File: config.mk
export PLATFORM = sky130hd
export DESIGN_NAME = pkt_rr_arbiter
export DESIGN_NICKNAME = d
export VERILOG_FILES = /design/src/rtl/pkt_rr_arbiter.sv
export SDC_FILE = /design/constraint.sdc
export NUM_CORES = 1
export LEC_CHECK = 0
export ABC_CLOCK_PERIOD_IN_PS = 5500
export BUFFER_PORTS_ARGS = -buffer_cell sky130_fd_sc_hd__buf_2
export CORE_MARGIN = 4
export CORE_UTILIZATION = 50
export CTS_CLUSTER_SIZE = 28
export DETAILED_ROUTE_END_ITERATION = 10
export PLACE_DENSITY = 0.92
export SYNTH_ARGS = -nofsm -noshare
export SYNTH_HDL_FRONTEND = slang
export SYNTH_SLANG_ARGS = --single-unit
export TNS_END_PERCENT = 1
File: constraint.sdc
create_clock -name i_clk -period 5.5 [get_ports i_clk]
set_input_delay 0.825 -clock i_clk [delete_from_list [all_inputs] [get_ports i_clk]]
set_output_delay 0.825 -clock i_clk [all_outputs]
set_load 0.005 [all_outputs]
File: src/rtl/pkt_rr_arbiter.sv
// pkt_rr_arbiter: packet-granularity round-robin arbiter.
//
// Shares one byte-stream packet port (data/len/last/valid) between CH_NUM sources.
// A grant is held from arbitration until the granted source's last beat, or until
// it stays silent for TIMEOUT cycles, in which case the packet is aborted. Each
// packet is followed by one GAP cycle and one IDLE arbitration cycle. New grants are
// withheld while the downstream buffer reports almost-full.
//
// Ports:
//   i_clk, i_rst_n  clock, asynchronous active-low reset
//   i_req           per-source request (source holds a complete packet)
//   o_grant         one-hot grant
//   i_data, i_len   per-source data / packet length, channel k at [k*W +: W]
//   i_last, i_valid per-source last flag (qualified by valid) and byte valid
//   i_dst_afull     downstream almost full, blocks new grants only
//   o_data, o_len, o_last, o_valid  arbitrated stream, registered (1-cycle latency)
//   o_ch            index of the granted channel
//   o_abort         one-cycle pulse on timeout abort
module pkt_rr_arbiter #(
  parameter int unsigned CH_NUM  = 4,
  parameter int unsigned DATA_W  = 8,
  parameter int unsigned LEN_W   = 8,
  parameter int unsigned TIMEOUT = 255
) (
  input  logic                        i_clk,
  input  logic                        i_rst_n,
  input  logic [CH_NUM-1:0]           i_req,
  output logic [CH_NUM-1:0]           o_grant,
  input  logic [CH_NUM*DATA_W-1:0]    i_data,
  input  logic [CH_NUM*LEN_W-1:0]     i_len,
  input  logic [CH_NUM-1:0]           i_last,
  input  logic [CH_NUM-1:0]           i_valid,
  input  logic                        i_dst_afull,
  output logic [DATA_W-1:0]           o_data,
  output logic [LEN_W-1:0]            o_len,
  output logic                        o_last,
  output logic                        o_valid,
  output logic [$clog2(CH_NUM)-1:0]   o_ch,
  output logic                        o_abort
);

  localparam int unsigned CH_W  = $clog2(CH_NUM);
  localparam int unsigned CNT_W = $clog2(TIMEOUT + 1);

  typedef enum logic [1:0] {StIdle, StXfer, StGap} state_e;

  state_e              state_q, state_d;
  logic [CH_NUM-1:0]   grant_q, grant_d;
  logic [CH_W-1:0]     ch_q, ch_d;
  logic [CH_W-1:0]     last_ch_q, last_ch_d;
  logic [CNT_W-1:0]    cnt_q, cnt_d;
  logic [DATA_W-1:0]   data_q, data_d;
  logic [LEN_W-1:0]    len_q, len_d;
  logic                last_q, last_d;
  logic                valid_q, valid_d;
  logic                abort_q, abort_d;

  logic [DATA_W-1:0]   sel_data;
  logic [LEN_W-1:0]    sel_len;
  logic                sel_last;
  logic                sel_valid;

  logic                win_found;
  logic [CH_W-1:0]     win_ch;

  // Only the granted channel is observed; everything else is ignored.
  always_comb begin
    sel_data  = '0;
    sel_len   = '0;
    sel_last  = 1'b0;
    sel_valid = 1'b0;
    for (int k = 0; k < CH_NUM; k++) begin
      if (ch_q == CH_W'(k)) begin
        sel_data  = i_data[k*DATA_W +: DATA_W];
        sel_len   = i_len[k*LEN_W +: LEN_W];
        sel_last  = i_last[k];
        sel_valid = i_valid[k];
      end
    end
  end

  // First requester searching cyclically from last_ch+1.
  always_comb begin
    win_found = 1'b0;
    win_ch    = '0;
    for (int unsigned i = 0; i < CH_NUM; i++) begin
      if (!win_found && i_req[(32'(last_ch_q) + i + 1) % CH_NUM]) begin
        win_found = 1'b1;
        win_ch    = CH_W'((32'(last_ch_q) + i + 1) % CH_NUM);
      end
    end
  end

  always_comb begin
    state_d   = state_q;
    grant_d   = grant_q;
    ch_d      = ch_q;
    last_ch_d = last_ch_q;
    cnt_d     = cnt_q;
    data_d    = '0;
    len_d     = len_q;
    last_d    = 1'b0;
    valid_d   = 1'b0;
    abort_d   = 1'b0;

    unique case (state_q)
      StIdle: begin
        if (win_found && !i_dst_afull) begin
          grant_d = CH_NUM'(1) << win_ch;
          ch_d    = win_ch;
          cnt_d   = '0;
          state_d = StXfer;
        end
      end
      StXfer: begin
        valid_d = sel_valid;
        last_d  = sel_valid & sel_last;
        if (sel_valid) begin
          data_d = sel_data;
          len_d  = sel_len;
          cnt_d  = '0;
          if (sel_last) begin
            grant_d   = '0;
            last_ch_d = ch_q;
            state_d   = StGap;
          end
        end else if (cnt_q == CNT_W'(TIMEOUT - 1)) begin
          // This idle cycle makes the count reach TIMEOUT: drop the packet.
          grant_d   = '0;
          abort_d   = 1'b1;
          last_ch_d = ch_q;
          cnt_d     = '0;
          state_d   = StGap;
        end else begin
          cnt_d = cnt_q + 1'b1;
        end
      end
      StGap: begin
        grant_d = '0;
        state_d = StIdle;
      end
      default: state_d = StIdle;
    endcase
  end

  always_ff @(posedge i_clk or negedge i_rst_n) begin
    if (!i_rst_n) begin
      state_q   <= StIdle;
      grant_q   <= '0;
      ch_q      <= '0;
      last_ch_q <= CH_W'(CH_NUM - 1);
      cnt_q     <= '0;
      data_q    <= '0;
      len_q     <= '0;
      last_q    <= 1'b0;
      valid_q   <= 1'b0;
      abort_q   <= 1'b0;
    end else begin
      state_q   <= state_d;
      grant_q   <= grant_d;
      ch_q      <= ch_d;
      last_ch_q <= last_ch_d;
      cnt_q     <= cnt_d;
      data_q    <= data_d;
      len_q     <= len_d;
      last_q    <= last_d;
      valid_q   <= valid_d;
      abort_q   <= abort_d;
    end
  end

  assign o_grant = grant_q;
  assign o_ch    = ch_q;
  assign o_data  = data_q;
  assign o_len   = len_q;
  assign o_last  = last_q;
  assign o_valid = valid_q;
  assign o_abort = abort_q;

endmodule

==> run metrics <==
status finished, final reports clean; CP Capture Type flop; Net Count, Synth 258; dominant cell type by area after synthesis dfrtp_1; RSZ-0062 raised after global routing false; Final period util 43.6%; crit path cell chain buf_4, mux4_2, nand2_8, o22ai_2, nor3_4, mux2_2; Worst Setup Start Kind flop; final-stage net count 363; largest net degree at the start of global routing 38; most frequent cell after synthesis dfrtp_1; core box area 0.00414 mm²; cell count after synthesis 174; initial antenna violation count 0; die height 74.5 µm; mean area per synthesized cell 12.7 µm²; H-Tree Depth 2; clk sinks 37; Skew-Pair Late Insertion Delay 0.29 ns; crit-path leading delay family multiplexers; Final Critical Period 2.40 ns; Finished Core Util 70.0%; classification of the worst-slack hold path flop to flop; post-synth top area share 39.6%; fin cells 330; VDD IR max 0.000291 V; ys async rst share 100%; Post-CTS Setup Bufs 0; die area 0.00555 mm²; Seq/Total Area, Yosys 42.0%; DIE WIDTH 74.5 µm; row count 23; synthesis-to-finish area growth 31.2%; post-route ant nets 0; vias in the first global route 1952; Routed WL per cell 17.1 µm; Final Hold Fails 0; Iteration-0 DRC Markers 64; # IOs 104; routability cong. 0.955; top post-synthesis cells by area dfrtp_1 40%, mux4_2 18%, mux2_2 7.6%; Design Area, Final 0.00290 mm²; final global-route overflow total 0; worst reg2reg startpoint o_ch[0]$_DFFE_PN0P_; setup slack after layout 3.10 ns; detailed-placement wirelength estimate 4.43 mm; synth cell count leaders 35 x dfrtp_1, 18 x mux4_2, 15 x mux2_2; Post-Route Setup TNS 0 ns; post-synth cell types 43; yosys warns 0; Worst Hold Launch o_len[6]$_DFFE_PN0P_; Post-CTS Resized 0; Residual DRC 0; hold_buf cts 0; CP max-delay cell mux4_2; worst hold slack 0.505 ns; Post-DP Area 0.00277 mm²; CTS tree done; Post-Syn Area 0.00221 mm²; Worst setup startpoint o_ch[0]$_DFFE_PN0P_; via count 1869; Worst Path Buf+Inv 1; Fin Clk Skew 0.00727 ns; WS Path Type flop to flop; # diodes 0; PwrDens 482 mW/mm²; Crit path required time 5.68 ns; Setup WS pre-CTS 2.95 ns; GR Util All Layers 21.0%; Total Power 1.40 mW; IO Port Bufs 103; Clock Path Buffers 2; initial core utilization 53.3%; drt first pass iters 4; #FFs+latches synth 37; CTS root buf clkbuf_8; Post-Place Cells 322; number of flops mapped to enable cells by yosys 0; CP arrival 2.57 ns; Primary FF master, synth dfrtp_1; Max stage delay on crit path 0.70 ns; first-pass GRT wire length 8.73 mm; worst slew pin tran 0.817 ns; proportion of layout cells with a drive suffix above 1 59.3%; Max FO, Critical Path 23; Reg2Reg Setup Slack 3.10 ns; vias per cell 5.66; Num CTS Buffers 5; Slew Viols, Final 0; CTS clk-pin slew, worst paths 0.08 ns; Detailed Route WL 5.65 mm; Final setup violation count 0; f_max 417 MHz; Leakage 1.44 nW; Max Cap Viol 0; relative slew slack 45.5%
## placed cells by master (no fill, tap or decap), types with 2 or more instances in the layout
cell type and count:
nand2_1 5, o21ai_0 8, nor3_1 4, a21oi_1 5
dfstp_2 2, or3_1 2, buf_2 103, o22ai_1 4
nand2b_1 3, and3_2 9, bufinv_16 2, clkbuf_8 5
mux4_2 18, inv_1 12, nand4_1 2, buf_4 2
a22oi_1 2, dfrtp_1 35, ha_1 5, nor2_1 5
mux2_2 15, nand3_1 6, mux2i_1 5
## where the power goes
part	switching [mW]	internal, mW
combinational	0.328	0.370
clock	0.0983	0.180
sequential	0.0542	0.367
total	0.480	0.917
## routing by layer
layer | GRT usage [%] | vias to the layer above | routed length (µm)
met5 | 0 | - | 0
met4 | 7.71 | 0 | 93
met3 | 4.46 | 10 | 486
met2 | 38.0 | 85 | 2980
met1 | 24.3 | 903 | 2090
li1 | - | 871 | -
## worst paths after layout
check,end,cells past startpoint
hold reg to reg,o_len[6]$_DFFE_PN0P_,1
max in group asynchronous,o_grant[1]$_DFFE_PN0P_,1
min in group asynchronous,o_len[5]$_DFFE_PN0P_,1
hold / removal,o_len[6]$_DFFE_PN0P_,1
setup reg to reg,o_grant[3]$_DFFE_PN0P_,6
setup / recovery,o_grant[3]$_DFFE_PN0P_,6
## area by class of cell
class                           count  area (µm²)
Fill cell                         324        1240
Multi-Input combinational cell    118        1200
Sequential cell                    37         928
Timing Repair Buffer              105         531
Clock buffer                        5        68.8
Clock inverter                      3        65.1
Tap cell                           50        62.6
Inverter                           12        45.0
## registers in the layout (all words and copies together) (netlist names), 2 cells and up
register,cells
o_data,8
o_len,8
last_ch_q,2
state_q,2
cnt_q,8
o_grant,4
o_ch,2
## cell families after synthesis
| group | synth area share, % |
|---|---|
| DFF | 42.0 |
| adders and majority gates | 2.83 |
| buffers and inverters | 3.74 |
| and+or+nand+nor | 13.3 |
| AOI/OAI and AO/OA | 9.85 |
| muxes | 28.3 |
Power figures use the tool's default switching activity.
